[config.mk]
export PLATFORM = sky130hd
export DESIGN_NAME = mem_port_arbiter
export DESIGN_NICKNAME = d
export VERILOG_FILES = /design/src/rtl/mips_mem_pkg.sv /design/src/rtl/rr_arb2.sv /design/src/rtl/mem_port_arbiter.sv
export SDC_FILE = /design/constraint.sdc
export NUM_CORES = 1
export LEC_CHECK = 0
export ABC_CLOCK_PERIOD_IN_PS = 3600
export BUFFER_PORTS_ARGS = -buffer_cell sky130_fd_sc_hd__buf_2
export CAP_MARGIN = 25
export CORE_ASPECT_RATIO = 0.9
export CORE_MARGIN = 4
export CORE_UTILIZATION = 35
export DETAILED_ROUTE_END_ITERATION = 10
export PLACE_DENSITY = 0.65
export SYNTH_ARGS = -nofsm -noshare
export SYNTH_HDL_FRONTEND = slang
export SYNTH_SLANG_ARGS = --single-unit
[constraint.sdc]
create_clock -name CLK -period 3.6 [get_ports CLK]
set_input_delay 0 -clock CLK [delete_from_list [all_inputs] [get_ports CLK]]
set_output_delay 0 -clock CLK [all_outputs]
set_load 0.005 [all_outputs]
[src/rtl/mips_mem_pkg.sv]
// Shared definitions for the IF/DM memory port arbiter.
package mips_mem_pkg;
  typedef enum logic [1:0] {
    ST_IDLE   = 2'd0,
    ST_ACCESS = 2'd1,
    ST_DONE   = 2'd2
  } state_e;

  localparam logic PORT_IF = 1'b0;
  localparam logic PORT_DM = 1'b1;
endpackage

[src/rtl/rr_arb2.sv]
// Two-input round-robin picker: a lone request wins outright; on a tie the
// port that did not win last time is chosen.
module rr_arb2
  import mips_mem_pkg::*;
(
  input  logic [1:0] req,
  input  logic       last,
  output logic [1:0] gnt
);
  // One-hot grant, bit index equals port id.
  always_comb begin
    gnt          = 2'b00;
    gnt[PORT_IF] = req[PORT_IF] & (~req[PORT_DM] | (last == PORT_DM));
    gnt[PORT_DM] = req[PORT_DM] & (~req[PORT_IF] | (last == PORT_IF));
  end
endmodule

[src/rtl/mem_port_arbiter.sv]
// Shares one fixed-latency single-ported memory between the fetch port (IF)
// and the data port (DM). One access in flight; every output is a flop.
module mem_port_arbiter
  import mips_mem_pkg::*;
#(
  parameter int DATAWIDTH = 16,
  parameter int ADDRBUS   = 20,
  parameter int MEM_LAT   = 2
) (
  input  logic                 CLK,
  input  logic                 RST,
  input  logic                 IF_REQ,
  input  logic [ADDRBUS-1:0]   IF_ADDR,
  output logic [DATAWIDTH-1:0] IF_RDATA,
  output logic                 IF_ACK,
  input  logic                 DM_REQ,
  input  logic                 DM_WE,
  input  logic [ADDRBUS-1:0]   DM_ADDR,
  input  logic [DATAWIDTH-1:0] DM_WDATA,
  output logic [DATAWIDTH-1:0] DM_RDATA,
  output logic                 DM_ACK,
  output logic [ADDRBUS-1:0]   MEM_ADDR,
  output logic [DATAWIDTH-1:0] MEM_DI,
  input  logic [DATAWIDTH-1:0] MEM_DO,
  output logic                 MEM_OE,
  output logic                 MEM_WE,
  output logic                 BUSY
);
  localparam int            CW       = $clog2(MEM_LAT + 1);
  localparam logic [CW-1:0] CNT_LOAD = CW'(MEM_LAT - 1);

  state_e                state_q, state_d;
  logic [CW-1:0]         cnt_q, cnt_d;
  logic                  last_q, last_d;
  logic                  port_q, port_d;
  logic                  we_q, we_d;
  logic [ADDRBUS-1:0]    addr_q, addr_d;
  logic [DATAWIDTH-1:0]  di_q, di_d;
  logic [DATAWIDTH-1:0]  if_rdata_q, if_rdata_d;
  logic [DATAWIDTH-1:0]  dm_rdata_q, dm_rdata_d;
  logic                  oe_q, oe_d;
  logic                  mwe_q, mwe_d;
  logic                  if_ack_q, if_ack_d;
  logic                  dm_ack_q, dm_ack_d;
  logic                  busy_q, busy_d;
  logic [1:0]            gnt;

  rr_arb2 u_arb (
    .req  ({DM_REQ, IF_REQ}),
    .last (last_q),
    .gnt  (gnt)
  );

  // Next-state and registered-output logic; strobes/ACKs are computed one
  // cycle ahead so they leave straight from flops.
  always_comb begin
    state_d    = state_q;
    cnt_d      = cnt_q;
    last_d     = last_q;
    port_d     = port_q;
    we_d       = we_q;
    addr_d     = addr_q;
    di_d       = di_q;
    if_rdata_d = if_rdata_q;
    dm_rdata_d = dm_rdata_q;
    oe_d       = oe_q;
    mwe_d      = mwe_q;
    if_ack_d   = 1'b0;
    dm_ack_d   = 1'b0;
    case (state_q)
      ST_IDLE: begin
        if (|gnt) begin
          port_d  = gnt[PORT_DM];
          last_d  = gnt[PORT_DM];
          we_d    = gnt[PORT_DM] & DM_WE;
          addr_d  = gnt[PORT_DM] ? DM_ADDR : IF_ADDR;
          // IF never writes, so MEM_DI only follows DM grants.
          di_d    = gnt[PORT_DM] ? DM_WDATA : di_q;
          oe_d    = ~(gnt[PORT_DM] & DM_WE);
          mwe_d   = gnt[PORT_DM] & DM_WE;
          cnt_d   = CNT_LOAD;
          state_d = ST_ACCESS;
        end
      end
      ST_ACCESS: begin
        if (cnt_q == '0) begin
          if (!we_q) begin
            if (port_q == PORT_DM) dm_rdata_d = MEM_DO;
            else                   if_rdata_d = MEM_DO;
          end
          oe_d     = 1'b0;
          mwe_d    = 1'b0;
          if_ack_d = (port_q == PORT_IF);
          dm_ack_d = (port_q == PORT_DM);
          state_d  = ST_DONE;
        end else begin
          cnt_d = cnt_q - CW'(1);
        end
      end
      ST_DONE: state_d = ST_IDLE;
      default: state_d = ST_IDLE;
    endcase
    busy_d = (state_d != ST_IDLE);
  end

  // State and output registers, cleared at once on reset (aborts any access).
  always_ff @(posedge CLK or negedge RST) begin
    if (!RST) begin
      state_q    <= ST_IDLE;
      cnt_q      <= '0;
      last_q     <= PORT_IF;
      port_q     <= PORT_IF;
      we_q       <= 1'b0;
      addr_q     <= '0;
      di_q       <= '0;
      if_rdata_q <= '0;
      dm_rdata_q <= '0;
      oe_q       <= 1'b0;
      mwe_q      <= 1'b0;
      if_ack_q   <= 1'b0;
      dm_ack_q   <= 1'b0;
      busy_q     <= 1'b0;
    end else begin
      state_q    <= state_d;
      cnt_q      <= cnt_d;
      last_q     <= last_d;
      port_q     <= port_d;
      we_q       <= we_d;
      addr_q     <= addr_d;
      di_q       <= di_d;
      if_rdata_q <= if_rdata_d;
      dm_rdata_q <= dm_rdata_d;
      oe_q       <= oe_d;
      mwe_q      <= mwe_d;
      if_ack_q   <= if_ack_d;
      dm_ack_q   <= dm_ack_d;
      busy_q     <= busy_d;
    end
  end

  assign IF_RDATA = if_rdata_q;
  assign IF_ACK   = if_ack_q;
  assign DM_RDATA = dm_rdata_q;
  assign DM_ACK   = dm_ack_q;
  assign MEM_ADDR = addr_q;
  assign MEM_DI   = di_q;
  assign MEM_OE   = oe_q;
  assign MEM_WE   = mwe_q;
  assign BUSY     = busy_q;
endmodule

Yosys cells after proc, flatten, opt, wreduce, memory -nomap -nowiden:

Index checks and enable logic that the tools add are counted.
W data, S select, Z words.

* output and inout port bits: 73
* register bits after elaboration: 79
* logic and storage cells: 55
* input port bits: 77

* $add $sub $neg: 1
* equality and inequality tests: 4
* bitwise operators: 10
* muxes and demuxes: 16
* reduce and logical (&&, ||, !) cells: 11

Operator list (count)
* $mux W20: 1
* $reduce_and A3 Y1: 3
* $mux W2: 4
* $pmux W2 S2: 2
* $reduce_and A4 Y1: 2
* $mux W1: 7
* $ne A2 B2 Y1 const B: 3
* $not A1 Y1: 5
* $logic_not A2 Y1: 2
* $pmux W1 S2: 2
* $reduce_bool A2 Y1: 2
* $and A1 B1 Y1: 3
* $eq A2 B1 Y1 const B: 1
* $or A1 B1 Y1: 2
* $reduce_and A2 Y1: 1
* $reduce_or A2 Y1: 1
* $sub A2 B1 Y2 const B: 1

Depth between registers and ports, before layout:

* depth in word-level cells: 7
* depth in mapped cells: 7
* depth with buffers taken out: 6

Modules after synthesis:

Synthesis repeated with hierarchy kept, for this count alone.

* cell total of the unflattened synthesis: 238
* area, all modules: 3392.0 um^2

Modules (own cells, without submodules)
* mem_port_arbiter: area each 3373.2 um^2, seq. area each 1976.9 um^2, cells each 235, times used 1
* rr_arb2: area each 18.8 um^2, seq. area each 0.0 um^2, cells each 3, times used 1

Worst setup path after synthesis:

OpenSTA, ideal clock, no wires.

* path type: flip-flop to flip-flop
* start point: register cnt_q[0]
* end point: register if_rdata_q[0] (netlist: IF_RDATA[0])
* stages on the path, launching flop included: 7
* period minus slack after synthesis: 1.637 ns
* arrival time: 1.512 ns
* library setup time: 0.125 ns
* path slack: 1.963 ns
* path buffers: 1
* required time: 3.475 ns
* cells stage by stage: dfrtp_1 > inv_1 > ha_1 > nand3b_4 > nor3_4 > buf_12 > mux2_4

* longest elaborated chain between the ends: 2

RTL lines
* start: declaration: RTL line mem_port_arbiter.sv:33 `logic [CW-1:0] cnt_q, cnt_d;`
* start signal: assignment: RTL line mem_port_arbiter.sv:125 `cnt_q <= cnt_d;`
* $logic_not A2 Y1: RTL line mem_port_arbiter.sv:86 `if (cnt_q == '0) begin`
* $reduce_and A4 Y1 (no source line)
* end signal: assignment: RTL line mem_port_arbiter.sv:131 `if_rdata_q <= if_rdata_d;`
* end: declaration: RTL line mem_port_arbiter.sv:39 `logic [DATAWIDTH-1:0] if_rdata_q, if_rdata_d;`

Every way passes these cells.
A chain may end at the register's enable or synchronous reset.

Worst setup path in the final report:

* start point: register state_q[1]
* end point: register addr_q[12] (netlist: MEM_ADDR[12])

* longest elaborated chain between the ends: 2

RTL lines
* start: declaration: RTL line mem_port_arbiter.sv:32 `state_e state_q, state_d;`
* start signal: assignment: RTL line mem_port_arbiter.sv:124 `state_q <= state_d;`
* $logic_not A2 Y1: RTL line mem_port_arbiter.sv:70 `case (state_q)`
* $reduce_and A2 Y1 (no source line)
* end signal: assignment: RTL line mem_port_arbiter.sv:129 `addr_q <= addr_d;`
* end: declaration: RTL line mem_port_arbiter.sv:37 `logic [ADDRBUS-1:0] addr_q, addr_d;`

Every way passes these cells.

==> results.sh <==
export IMPL_io_pins=150
export IMPL_dieArea_mm2=0.0113
export IMPL_path_cells="nor2_2, buf_4, and2_1, a31oi_1, dlygate4sd3_1"
export IMPL_synthTopCellsByArea="dfrtp_1 (58%), mux2_4 (13%), mux2_2 (6.3%), nand2_1 (4.6%), a21oi_1 (3.2%)"
export IMPL_wl_per_cell_um=15.2
export IMPL_ys_flop_type="dfrtp_1"
export IMPL_min_period_ps=2540
export IMPL_drtPass1Iterations=5
export IMPL_crit_path_start_kind="register"
export IMPL_diodes=0
export IMPL_tns_ps=0
export IMPL_cp_slowest_stage_delay_ps=760
export IMPL_status="completed"
export IMPL_synthTopCellsByCount="dfrtp_1 (79), nand2_1 (42), mux2_4 (29), a21oi_1 (22), mux2_2 (19)"
export IMPL_synth_cell_types=32
export IMPL_cts_root_buf="clkbuf_8"
export IMPL_avgSynthCellArea_um2=13.3
export IMPL_tightest_slew_ps=991
export IMPL_p_leak_nw=2.55
export IMPL_grt_overflow=0
export IMPL_clockBufferDepth=2
export IMPL_async_reset_ff_share_pct=100
export IMPL_grt_pass1_vias=3097
export IMPL_io_buffer_count=149
export IMPL_yosys_area_top_type="dfrtp_1"
export IMPL_chipWidth_um=112
export IMPL_clock_sinks=79
export IMPL_ant_nets=0
export IMPL_groute_layer_met3_usage_pct=6.21
export IMPL_synth_top_area_share_pct=58.2
export IMPL_p_seq_share_pct=38.1
export IMPL_drive_gt1_share_pct=47.4
export IMPL_vias=2767
export IMPL_via_per_inst=4.59
export IMPL_core_area_mm2=0.00929
export IMPL_rsz0062_at_grt="false"
export IMPL_top_usage_layer="met2"
export IMPL_wl_um=9150
export IMPL_drt_iter0_markers=145
export IMPL_start_util_pct=36.5
export IMPL_crit_arrival_ps=2770
export IMPL_yosys_cell_count_top_type="dfrtp_1"
export IMPL_synth_compound_area_share_pct=9.77
export IMPL_grt_util_all_layers_pct=16.6
export IMPL_final_hold_violation_count=0
export IMPL_synth_xor_area_share_pct=0
export IMPL_cp_num_buf_inv=2
export IMPL_fmaxAchievable_ghz=0.394
export IMPL_grt_pass1_wl_um=15100
export IMPL_yosys_warnings=0
export IMPL_synth_edf_count=0
export IMPL_cts_max_level=3
export IMPL_path_max_fanout=26
export IMPL_ctsResizeCount=0
export IMPL_rows=33
export IMPL_finalNetCount=555
export IMPL_cts_clk_slew_worst_paths_ps=90
export IMPL_area_delta_synth_final_pct=52.6
export IMPL_syn_inst=256
export IMPL_finalClockSkew_ps=9.83
export IMPL_synth_top_family_by_area="multiplexers"
export IMPL_slew_viol_final=0
export IMPL_p_per_area_mw_per_mm2=809
export IMPL_grt_use_met2_pct=26.9
export IMPL_cp_data_required_time_ps=3830
export IMPL_maxSlewHeadroom_pct=33.7
export IMPL_tritoncts="done"
export IMPL_maxCapViolCount=0
export IMPL_switching_power_mw=1.34
export IMPL_synthMuxAreaShare_pct=19.4
export IMPL_ys_seq_elements=79
export IMPL_grt_antenna_before_repair=0
export IMPL_synth_area_mm2=0.00339
export IMPL_crit_slowest_cell="and2_1"
export IMPL_pwr_share_comb_pct=44.5
export IMPL_synthAdderAreaFrac_pct=0.369
export IMPL_p_clk_share_pct=17.4
export IMPL_clkLatencyLatePin_ps=340
export IMPL_endpoint_kind="register"
export IMPL_gr_usage_met1_pct=21.0
export IMPL_hp_class="in -> async"
export IMPL_yosysSeqAreaShare_pct=58.2
export IMPL_peakVddDrop_mv=0.356
export IMPL_intPower_mw=2.85
export IMPL_die_h_um=101
export IMPL_swShare_pct=31.9
export IMPL_grt_max_degree=80
export IMPL_place_hpwl_um=5650
export IMPL_syn_nets=334
export IMPL_finalPower_mw=4.19
export IMPL_period_share_pct=70.6
export IMPL_drc=0
export IMPL_finalSetupViolCount=0
export IMPL_path_delay_family="buffers and inverters"
export IMPL_path_class="reg -> reg"
export IMPL_gp_congestion=0.744
export IMPL_cts_buffers=9
export IMPL_synth_simple_area_share_pct=7.92
cells in the final DEF (no fill, tap or decap), types with 2 or more instances in the layout:
| cell | synthesis | layout |
|---|---|---|
| buf_2 | 1 | 148 |
| dfrtp_1 | 79 | 79 |
| dlygate4sd3_1 | 0 | 74 |
| nand2_1 | 42 | 42 |
| mux2_4 | 29 | 29 |
| a21oi_1 | 22 | 22 |
| mux2_2 | 19 | 19 |
| a31oi_1 | 16 | 16 |
| clkbuf_8 | 0 | 10 |
| inv_1 | 6 | 6 |
| a31oi_2 | 4 | 4 |
| o21ai_0 | 3 | 3 |
| buf_4 | 1 | 3 |
| nor2_1 | 2 | 2 |
| a21bo_2 | 2 | 2 |
| bufinv_16 | 0 | 2 |
| clkinv_4 | 0 | 2 |
registers in the layout, indices dropped and copies added (netlist names):
register / flops
cnt_q: 2
port_q: 1
MEM_OE: 1
state_q: 2
MEM_ADDR: 20
IF_ACK: 1
BUSY: 1
MEM_DI: 16
MEM_WE: 1
DM_ACK: 1
we_q: 1
IF_RDATA: 16
DM_RDATA: 16
per-stage QoR:
stage	instances	hold WS (ps)	worst slack [ps]	utilization (%)	area, µm²
after floorplan	256	-296	1960	-	3390
after global routing	603	146	892	55.8	5180
after CTS	602	175	1120	55.5	5150
after detailed placement	513	231	1440	45.1	4190
after global placement	513	226	1510	45.1	4190
final	603	128	1060	55.8	5180
power groups by stage:
stage | Clock [mW] | Sequential [mW] | Combinational [mW]
detailed placement | 0 | 1.60 | 1.60
global placement | 0 | 1.60 | 1.56
floorplan | 0 | 1.61 | 0.988
CTS | 0.760 | 1.60 | 1.86
global route | 0.799 | 1.65 | 2.05
finish | 0.728 | 1.60 | 1.87
per-layer routing:
layer | vias to the layer above | routed length, µm
met5 | - | 0
met4 | 0 | 116
met3 | 11 | 822
met2 | 137 | 4250
met1 | 1288 | 3970
li1 | 1331 | -
cell type report:
type,instances,area [µm²]
Sequential cell,79,1980
Tap cell,122,153
Clock inverter,5,82.6
Clock buffer,10,138
Fill cell,780,4110
Timing Repair Buffer,226,1530
Multi-Input combinational cell,154,1270
Inverter,7,26.3
path summary, 6_finish.rpt:
kind                        startpoint            to  slack [ps]  cells past startpoint
max                         state_q[1]  MEM_ADDR[12]        1060                      5
min                                RST  DM_RDATA[14]         130                      2
max reg2reg                 state_q[1]  MEM_ADDR[12]        1060                      5
min reg2reg                DM_RDATA[3]   DM_RDATA[3]         500                      1
max in group asynchronous          RST   IF_RDATA[1]        2880                      3
min in group CLK                IF_REQ        MEM_OE         210                      4
timing repair:
action                     in CTS  in global routing
hold buffers                   74                  0
setup buffers                   0                  0
setup endpoints to repair       0                  0
hold endpoints to repair      149                  0
worst reg2reg max path, stage by stage, from the launching register on:
cell	delay [ps]
dfrtp_1	430
nor2_2	120
buf_4	290
and2_1	760
a31oi_1	210
dlygate4sd3_1	620
logic make-up (layout without fill, tap and decap cells):
logic type,count (synthesis),count (layout)
simple gates,54,54
compound gates,50,50
mux,49,49
buf+inv,23,248
flops,79,79
fa+ha+maj,1,1
Note: power is estimated with default switching activity, not from simulation.
